--- config.mk ---
export PLATFORM = sky130hd
export DESIGN_NAME = lane_distribution
export DESIGN_NICKNAME = d
export VERILOG_FILES = /design/src/rtl/lane_distribution_pkg.sv /design/src/rtl/lane_distribution_trail_gen.sv /design/src/rtl/lane_distribution.sv
export SDC_FILE = /design/constraint.sdc
export NUM_CORES = 1
export LEC_CHECK = 0
export CELL_PAD_IN_SITES_DETAIL_PLACEMENT = 1
export CELL_PAD_IN_SITES_GLOBAL_PLACEMENT = 1
export CORE_MARGIN = 2
export CORE_UTILIZATION = 36
export DETAILED_ROUTE_END_ITERATION = 16
export PLACE_DENSITY = 0.83
export SETUP_SLACK_MARGIN = 0.05
export SLEW_MARGIN = 20
export SYNTH_ARGS = -nofsm -noshare
export SYNTH_HDL_FRONTEND = slang
export SYNTH_SLANG_ARGS = --single-unit
--- constraint.sdc ---
create_clock -name clk_i -period 3.2 [get_ports clk_i]
set_input_delay 0.64 -clock clk_i [delete_from_list [all_inputs] [get_ports clk_i]]
set_output_delay 0.64 -clock clk_i [all_outputs]
set_load 0.05 [all_outputs]
--- src/rtl/lane_distribution_pkg.sv ---
// lane_distribution_pkg: shared constants, FSM states and parameter checks for the lane distributor
package lane_distribution_pkg;
  localparam logic [7:0] SYNC_BYTE_DEF = 8'hB8;
  localparam logic [7:0] TRAIL_AFTER_ONE = 8'h00;
  localparam logic [7:0] TRAIL_AFTER_ZERO = 8'hFF;
  typedef enum logic [1:0] {IDLE, SYNC, DATA, TRAIL} state_e;
  function automatic bit lanes_ok(input int n);
    return n == 2 || n == 4;
  endfunction
endpackage

--- src/rtl/lane_distribution_trail_gen.sv ---
// lane_trail_gen: per-lane HS trail generator; remembers the last bit on the wire and counts trail bytes
module lane_trail_gen
  import lane_distribution_pkg::*;
(
  input  logic       clk_i,
  input  logic       reset_i,
  input  logic       clr_i,
  input  logic       cap_i,
  input  logic       bit_i,
  input  logic       start_i,
  input  logic       trail_i,
  input  logic [3:0] trail_len_i,
  output logic [7:0] trail_byte_o,
  output logic       active_o,
  output logic       done_o
);
  logic [3:0] cnt_q, cnt_d;
  logic       last_q, last_d;
  assign active_o = start_i || (trail_i && cnt_q < trail_len_i);
  assign done_o = trail_i && !active_o;
  assign trail_byte_o = last_q ? TRAIL_AFTER_ONE : TRAIL_AFTER_ZERO;
  assign cnt_d = clr_i ? 4'd0 : active_o ? cnt_q + 4'd1 : cnt_q;
  assign last_d = cap_i ? bit_i : last_q;
  always_ff @(posedge clk_i) begin
    cnt_q <= reset_i ? 4'd0 : cnt_d;
    last_q <= reset_i ? 1'b0 : last_d;
  end
endmodule

--- src/rtl/lane_distribution.sv ---
// lane_distribution: CSI-2 TX byte-to-lane distributor emitting sync, round-robin data and per-lane HS trails
module lane_distribution
  import lane_distribution_pkg::*;
#(
  parameter int          LANES     = 4,
  parameter logic [7:0]  SYNC_BYTE = SYNC_BYTE_DEF,
  parameter int          TRAIL_LEN = 2
) (
  input  logic               clk_i,
  input  logic               reset_i,
  input  logic [8*LANES-1:0] data_i,
  input  logic               data_valid_i,
  input  logic               data_last_i,
  input  logic [2:0]         data_bytes_i,
  output logic               data_ready_o,
  output logic [8*LANES-1:0] lane_byte_o,
  output logic [LANES-1:0]   lane_valid_o,
  output logic               busy_o,
  output logic               underrun_o
);
  if (!lanes_ok(LANES)) begin : g_bad_lanes
    $error("lane_distribution: LANES must be 2 or 4");
  end
  if (TRAIL_LEN < 1 || TRAIL_LEN > 15) begin : g_bad_trail
    $error("lane_distribution: TRAIL_LEN must be 1..15");
  end
  state_e             state_q, state_d;
  logic [8*LANES-1:0] byte_q, byte_d;
  logic [LANES-1:0]   valid_q, valid_d, send, start, act, done;
  logic               busy_q, under_q, under_d;
  logic               go, acc, under;
  logic [3:0]         nb;
  logic [7:0]         trail_b [LANES];
  assign data_ready_o = state_q == SYNC || state_q == DATA;
  assign go = state_q == IDLE && data_valid_i;
  assign acc = data_ready_o && data_valid_i;
  assign under = data_ready_o && !data_valid_i;
  // lanes at or beyond nb get no data this beat and begin their trail instead
  assign nb = (!data_last_i || data_bytes_i == 3'd0) ? 4'(LANES) : {1'b0, data_bytes_i};
  for (genvar i = 0; i < LANES; i++) begin : g_lane
    assign send[i] = acc && 4'(i) < nb;
    assign start[i] = under || (acc && !send[i]);
    lane_trail_gen u_trail (
      .clk_i        (clk_i),
      .reset_i      (reset_i),
      .clr_i        (state_q == IDLE),
      .cap_i        (go || send[i]),
      .bit_i        (go ? SYNC_BYTE[7] : data_i[8*i+7]),
      .start_i      (start[i]),
      .trail_i      (state_q == TRAIL),
      .trail_len_i  (4'(TRAIL_LEN)),
      .trail_byte_o (trail_b[i]),
      .active_o     (act[i]),
      .done_o       (done[i])
    );
    assign byte_d[8*i +: 8] = go ? SYNC_BYTE : send[i] ? data_i[8*i +: 8] : act[i] ? trail_b[i] : 8'h00;
    assign valid_d[i] = go || send[i] || act[i];
  end
  always_comb begin
    state_d = go ? SYNC : acc ? (data_last_i ? TRAIL : DATA) : under ? TRAIL :
              (state_q == TRAIL && &done) ? IDLE : state_q;
    under_d = go ? 1'b0 : under ? 1'b1 : under_q;
  end
  always_ff @(posedge clk_i) begin
    if (reset_i) begin
      state_q <= IDLE;
      byte_q  <= '0;
      valid_q <= '0;
      busy_q  <= 1'b0;
      under_q <= 1'b0;
    end else begin
      state_q <= state_d;
      byte_q  <= byte_d;
      valid_q <= valid_d;
      busy_q  <= |valid_d;
      under_q <= under_d;
    end
  end
  assign lane_byte_o = byte_q;
  assign lane_valid_o = valid_q;
  assign busy_o = busy_q;
  assign underrun_o = under_q;
endmodule

# Word-level counts from Yosys, hierarchy flattened
# Index checks and enable logic that the tools add are counted.
# classes
add_sub_neg	4
n_lt_le_gt_ge	8
eq_ne	3
mux	26
reduce_logical	56
# ops
cell	count
$mux W8	16
$logic_and A1 B1 Y1	20
$logic_or A1 B1 Y1	18
$add A4 B1 Y4 const B	4
$lt A4 B2 Y1 const B	4
$logic_not A1 Y1	10
$lt A1 B3 Y1 const A	2
$lt A2 B3 Y1 const A	2
$mux W1	6
$mux W2	3
$eq A2 B2 Y1 const B	2
$reduce_and A4 Y1	1
$reduce_bool A4 Y1	1
$reduce_or A2 Y1	2
$reduce_or A4 Y1	1
$logic_not A3 Y1	1
$mux W3	1
$reduce_bool A3 Y1	1
$eq A2 B1 Y1 const B	1
$logic_not A2 Y1	1
# totals
reg_bits	60
inputBits	39
output_inout_bits	39

# Longest topological paths before layout
# Gate-level depths: netlist of run 1.
# logic_depth
depth_word	17
ltp_mapped	8
mapped_depth_nobuf	6

# Modules after synthesis
# A second synthesis of run 1 with hierarchy kept.
# hier_totals
cells_unflattened	396
hier_area_um2	3294.4
# by_module_without_submodules
module	n_inst	cells_per_inst	area_per_inst_um2	seq_area_each_um2
lane_distribution	1	204	1657.8	800.8
lane_trail_gen	4	48	409.1	100.1

# Worst setup path before layout of run 1
# Ideal clock, no wire load.
# synth_timing
kind	register -> register
startpoint	register state_q[1]
endpoint	register state_q[0]
setup_ps	133
arrival_ps	2066
required_ps	3067
slack_ps	1001
path_stages_with_launch	8
path_cell_list	dfxtp_1 > inv_1 > ha_1 > buf_2 > buf_1 > a311o_2 > o41ai_2 > a31oi_1
# synth_via
elab_chain_len	13
# synth_rtl
element	line_no	text
start: declaration	lane_distribution.sv:27	state_e state_q, state_d;
start signal: assignment	lane_distribution.sv:72	state_q <= state_d;
$eq A2 B1 Y1 / $eq A2 B2 Y1 (equally long branches)	lane_distribution.sv:34	assign data_ready_o = state_q == SYNC || state_q == DATA;
$logic_or A1 B1 Y1 (*)	lane_distribution.sv:34	
net data_ready_o	lane_distribution.sv:15	output logic data_ready_o,
$logic_and A1 B1 Y1	lane_distribution.sv:36	assign acc = data_ready_o && data_valid_i;
$logic_and A1 B1 Y1	lane_distribution.sv:41	assign send[i] = acc && 4'(i) < nb;
$logic_not A1 Y1	lane_distribution.sv:42	assign start[i] = under || (acc && !send[i]);
$logic_and A1 B1 Y1	lane_distribution.sv:42	
$logic_or A1 B1 Y1	lane_distribution.sv:42	
$logic_or A1 B1 Y1	lane_distribution_trail_gen.sv:19	assign active_o = start_i || (trail_i && cnt_q < trail_len_i);
$logic_not A1 Y1	lane_distribution_trail_gen.sv:20	assign done_o = trail_i && !active_o;
$logic_and A1 B1 Y1	lane_distribution_trail_gen.sv:20	
$reduce_and A4 Y1	lane_distribution.sv:61	(state_q == TRAIL && &done) ? IDLE : state_q;
$logic_and A1 B1 Y1	lane_distribution.sv:61	
$reduce_bool A4 Y1 (no line)	-	
# Mark *: on every way through the listed nets, which the timed path passes. The rest lies on a longest branch.
# A chain may end at the register's enable or synchronous reset.

# Final worst setup path of run 1
# layout_timing
startpoint	register state_q[1]
endpoint	output data_ready_o
# layout_via
elab_chain_len	2
# layout_rtl
element	line_no
$eq A2 B1 Y1 / $eq A2 B2 Y1 (equally long branches)	lane_distribution.sv:34
$logic_or A1 B1 Y1 (*)	lane_distribution.sv:34
end: declaration	lane_distribution.sv:15
# Mark *: on every way between the ends. The rest lies on a longest branch, timed or not.

==> results of run 1 <==
[layout make-up]
| type | instances | area share, % |
|---|---|---|
| sequential | 60 | 35.67 |
| multi-input combinational | 178 | 32.44 |
| timing repair buffer | 80 | 23.56 |
| clock buffer | 13 | 4.719 |
| tap | 77 | 2.861 |
| inverter | 4 | 0.4459 |
| clock inverter | 2 | 0.2973 |
[final timing paths]
path,slack [ns],cells past startpoint,startpoint,end
min reg2reg,0.49,2,state_q[1],state_q[1]
min,0.49,2,state_q[1],state_q[1]
max,0.27,3,state_q[1],data_ready_o
max reg2reg,0.93,6,state_q[1],lane_byte_o[14]
[logic make-up after synthesis]
kind of cell / synth area share [%]
muxes: 1.271
and+or+nand+nor: 18.90
AOI/OAI and AO/OA: 20.65
xor gates and xnor gates: 2.223
DFF: 50.82
buffers and inverters: 2.964
adders and majority gates: 3.176
[state kept, by name, indices dropped and copies added, names as in the netlist]
register / flops
lane_valid_o: 4
state_q: 2
g_lane.u_trail.last_q: 4
busy_o: 1
lane_byte_o: 32
g_lane.u_trail.cnt_q: 16
underrun_o: 1
[cells in the final DEF (no fill, tap or decap), types with 3 or more instances in the layout]
cell type         n
nor2_1           23
and2_1            3
nand2_1          33
nand2b_1          4
inv_1             4
a21o_1            6
dfxtp_1          60
a31oi_1          13
a211oi_1          3
xnor2_1           4
or3_1             3
o21a_1            4
clkbuf_8         11
clkdlybuf4s50_1  77
nor3_1            6
mux2i_1           3
buf_4             3
ha_1              6
a21oi_1          37
[layer usage]
metal	share of wire, %	track usage [%]	vias up
li1	-	-	1060
met1	43	23.03	1043
met2	50	32.39	50
met3	5.1	4.377	11
met4	1.7	8.514	0
met5	0	0	-
[metrics by stage]
step / setup WS (ns) / power (uW) / utilization [%] / hold slack [ns] / cell area, um^2
after floorplan: 1.001 / 2372 / - / 0.4561 / 2364
after global placement: 0.6801 / 2904 / 50.36 / 0.4674 / 3198
after detailed placement: 0.6318 / 2955 / 50.36 / 0.4878 / 3198
after CTS: 0.2619 / 3561 / 53.02 / 0.4997 / 3367
after global routing: 0.1543 / 3732 / 53.02 / 0.5230 / 3367
final: 0.2704 / 3531 / 53.02 / 0.4943 / 3367
[where the power goes]
part	internal, uW	leakage [uW]	switching, uW
clock	317	0.0000893	276
sequential	970	0.000493	81.2
combinational	613	0.000725	1270
[worst register-to-register path, cell delays in order, from the launching register on]
cell and delay, ns:
dfxtp_1 0.36, inv_1 0.06, ha_1 0.63, inv_1 0.24, a21oi_1 0.51, o21a_1 0.30
a21o_1 0.11
==> summary.md, run 1 <==
| Metric | Value |
|---|---|
| Overflow after GRT | 0 |
| DRC Markers | 0 |
| Detailed Route Iter0 Violations | just over 40 |
| Worst Path Max Fanout | 18 |
| GPL Wtd Cong | 0.8323 |
| I/O pin cnt | 78 |
| RSZ-0062 raised after global routing | no |
| Max_slew headroom | 49.89% |
| # setup viols final | 0 |
| Die Ht | approximately 85 um |
| Tightest Pin Transition | 0.7497 ns |
| I/O Buffers | 77 |
| Synth Flop Type | dfxtp_1 |
| Global-route wire length before repair | approximately 11000 um |
| Fillcell total | 714 |
| Peak supply drop | 0.5115 mV |
| Layout area overhead | 42.46% |
| CTS H-tree depth | 3 |
| Worst Path Buf+Inv | 2 |
| Die W | 85.03 um |
| Top cells by area, synth | dfxtp_1, a21oi_1, nand2_1, nor2_1, a31oi_1 |
| Cells resized by post-CTS repair | 0 |
| Arrival @ worst endpoint | 2.29 ns |
| Routed Antenna Nets | 0 |
| CP top delay family | buffers and inverters |
| Yosys warning count | 0 |
| Synth top cells by count | dfxtp_1, a21oi_1, nand2_1 |
| CTS sink cnt | 60 |
| Synth cell types | 41 |
| Initial antenna violation count | 0 |
| Slowest CP cell | clkdlybuf4s50_1 |
| DR pass1 iterations | 4 |
| Fin cells | 414 |
| Fmax | 341.3 MHz |
| Max-cap violation count | 0 |
| Cell count after placement | around 400 |
| Synthesized flop and latch total | 60 |
| Post-synth top area cell | dfxtp_1 |
| Final min period | 2.930 ns |
| Critical Path RT | 2.56 ns |
| Max Slew Vio Count | 0 |
| Proportion of layout cells with a drive suffix above 1 | under 10% |
| PD cells | 1049 nW/um^2 |
| Vias in the first global route | 2257 |
| Part of the cycle the worst path needs | ~92% |
| CTS Buffer Depth | 2 |
| Initial Util | 37.22% |
| Drt total wl | 6639 um |
| Post-Syn Area | 2364 um^2 |
| Diode count | 0 |
| Top cell type's share of synthesized area | 50.82% |
| Syn_area_per_cell | about 9 um^2 |
| Post-CTS Setup Bufs | 0 |
| Via Count | 2164 |
| CTS tree | yes |
| Placed wire-length estimate | about 4900 um |
| Num CTS Buffers | 9 |
| Clk_lat worst skew | 0.33 ns |
| Gr usage total | a little under a fifth |
| Status | completed |
| Die ar. | 7229 um^2 |
| Final Net Count | between 300 and 400 |
| Skew final | approximately 0.005 ns |
| Crit Path Category | reg2out |
| Via density per instance | 5.227 |
| Area of the core | 6350 um^2 |
| Worst hold path type | reg2reg |
| Largest net degree at the start of global routing | 19 |
| Std-Cell Rows | 29 |
| Gate Count Post-Synth | approximately 260 |
| Hold buffers post-CTS | 0 |
| FF/Latch Area | 1201 um^2 |
| Setup TNS | 0 ns |
| Footprint of the multi-input gates | about 1100 um^2 |
| EDFF count, synth | 0 |
| Syn Nets | 300 |
| Most common cell in the netlist | dfxtp_1 |
| Critical Path, Cell by Cell | inv_1 > ha_1 > clkdlybuf4s50_1 |
| Final Hold Vio Count | 0 |
| Pleak | 0.001307 uW |
| Post-synthesis sequential area ratio | 50.82% |
| Ys async rst share | 0% |
| Setup crit start kind | register |
| Clk slew on worst S/H paths | ~0.06 ns |
| WL per Instance | 16.04 um |
| CP Capture Type | primary output |
| Slowest stage delay, CP | 0.91 ns |
| CTS root buf | clkbuf_8 |
Note: power is estimated with default switching activity, not from simulation.
==> run 2: changes to the inputs <==
Settings changed: MAX_ROUTING_LAYER set to met4.
==> run 2 against run 1 <==
Effect of this change:
- clock-buffer cell count did not move
- sequential power barely moved
- utilization unchanged
- fmax up 0.21%
- critical endpoint unchanged
==> summary.md, run 2 (synthesis gave the netlist of run 1 again) <==
| Metric | Value |
|---|---|
| Via Count | 2164 |
| Status | completed |
| Setup TNS | 0 ns |
| Crit Path Category | reg2out |
| Most common cell after layout, fill and taps aside | clkdlybuf4s50_1 |
| Design area | 3367 um^2 |
| Drt total wl | 6624 um |
| Initial antenna violation count | 0 |
| Proportion of layout cells with a drive suffix above 1 | 7.418% |
| Max Slew Vio Count | 0 |
| CTS Buffer Depth | 2 |
| Vias in the first global route | approximately 2300 |
| Max_slew headroom | about half |
| Num CTS Buffers | 9 |
| CTS H-tree depth | 3 |
| Part of the cycle the worst path needs | about nine tenths |
| Clk slew on worst S/H paths | 0.06 ns |
| Area after DPL | 3198 um^2 |
| Worst Path Max Fanout | 18 |
| Detailed Route Iter0 Violations | 43 |
| Final worst setup slack | 0.2765 ns |
| Int Power | about 1900 uW |
| PD cells | roughly 1000 nW/um^2 |
| Placed wire-length estimate | slightly below 5000 um |
| Final min period | ~2.9 ns |
| Fillcell total | 714 |
| Place WS | 0.6318 ns |
| Diode count | 0 |
| Global-route wire length before repair | between 10000 and 15000 um |
| Die ar. | 7229 um^2 |
| Pleak | 0.001307 uW |
| Area of the core | between 6000 and 7000 um^2 |
| Via density per instance | 5.227 |
| Commonest cells after routing, fill and taps aside | clkdlybuf4s50_1, dfxtp_1, a21oi_1 |
| Arrival @ worst endpoint | between 2 and 2.5 ns |
| GPL Wtd Cong | roughly 0.85 |
| Cell count after placement | roughly 400 |
| Footprint of the multi-input gates | between 1000 and 1500 um^2 |
| Largest register FFs | 32 |
| Fin cells | about 410 |
| Cells resized by post-CTS repair | 0 |
| Final Power | 3529 uW |
| Layout area overhead | 42.46% |
| Routed Antenna Nets | 0 |
| Hold buffers post-CTS | 0 |
| CTS tree | yes |
| Clk_lat worst skew | 0.33 ns |
| Max-cap violation count | 0 |
| Flop pwr share | 29.8% |
| Largest net degree at the start of global routing | 19 |
| DR pass1 iterations | 4 |
| Die W | about 85 um |
| # setup viols final | 0 |
| Setup crit start kind | register |
| CP Capture Type | primary output |
| Tightest Pin Transition | approximately 0.74 ns |
| Peak supply drop | 0.5113 mV |
| Die Ht | ~85 um |
| Initial Util | 37.22% |
| WL per Instance | 16.00 um |
| Sw Ratio | 46.18% |
| CTS sink cnt | 60 |
| Worst hold path type | reg2reg |
| Post-CTS Setup Bufs | 0 |
| Critical Path RT | 2.56 ns |
| Gr usage total | about a fifth |
| Overflow after GRT | 0 |
| Clk pwr share | 16.8% |
| NetSw | 1630 uW |
| I/O Buffers | between 70 and 80 |
| RSZ-0062 raised after global routing | no |
| Skew final | 0.004538 ns |
| DRC Markers | 0 |
| Fmax | 342.1 MHz |
| Final Net Count | between 300 and 400 |
| FF/Latch Area | 1201 um^2 |
| Logic gate share of total power | 53.5% |
| Final Hold Vio Count | 0 |
| I/O pin cnt | 78 |
| Std-Cell Rows | 29 |
| CTS root buf | clkbuf_8 |
[run 2: stage by stage]
step / utilization, % / hold slack [ns]
6_report: 53.02 / 0.4950
5_1_grt: 53.02 / 0.5230
3_3_place_gp: 50.36 / 0.4674
3_5_place_dp: 50.36 / 0.4878
2_1_floorplan: - / 0.4561
4_1_cts: 53.02 / 0.4997
[run 2: area by class of cell]
type	instances	share of cell area [%]
clock buffers	13	4.719
clock inverters	2	0.2973
inverters	4	0.4459
multi-input cells	178	32.44
flip-flops and latches	60	35.67
well taps	77	2.861
repair buffers	80	23.56
[run 2: path summary, 6_finish.rpt]
check                                       end  slack [ns]        from  cells after the start
worst max-delay path               data_ready_o        0.28  state_q[1]                      3
worst min-delay path                 state_q[1]        0.50  state_q[1]                      2
worst max register to register  lane_byte_o[14]        0.93  state_q[1]                      6
worst min register to register       state_q[1]        0.50  state_q[1]                      2
[run 2: routing by layer]
metal	GRT usage [%]	routed length, um	vias to the layer above
met1	23.21	2888	1045
met5	-	0	-
met4	8.514	112	0
met3	4.475	324	11
met2	32.39	3298	50
li1	-	-	1058
[run 2: worst max-delay path, stage by stage (launching register included)]
cell and delay (ns):
dfxtp_1 0.36, inv_1 0.06, ha_1 0.62, clkdlybuf4s50_1 0.92
[run 2: power groups by stage]
stage / logic (uW) / clock network, uW / registers [uW]
floorplan: 687 / 0 / 1680
global placement: 1850 / 0 / 1060
detailed placement: 1880 / 0 / 1070
CTS: 1900 / 612 / 1050
global route: 2010 / 647 / 1080
finish: 1890 / 592 / 1050
==> run 3: changes to the inputs <==
Settings changed: HOLD_SLACK_MARGIN set to 0.02.
==> results of run 3 <==
The final DEF is identical to that of run 2; final timing and power are the same.
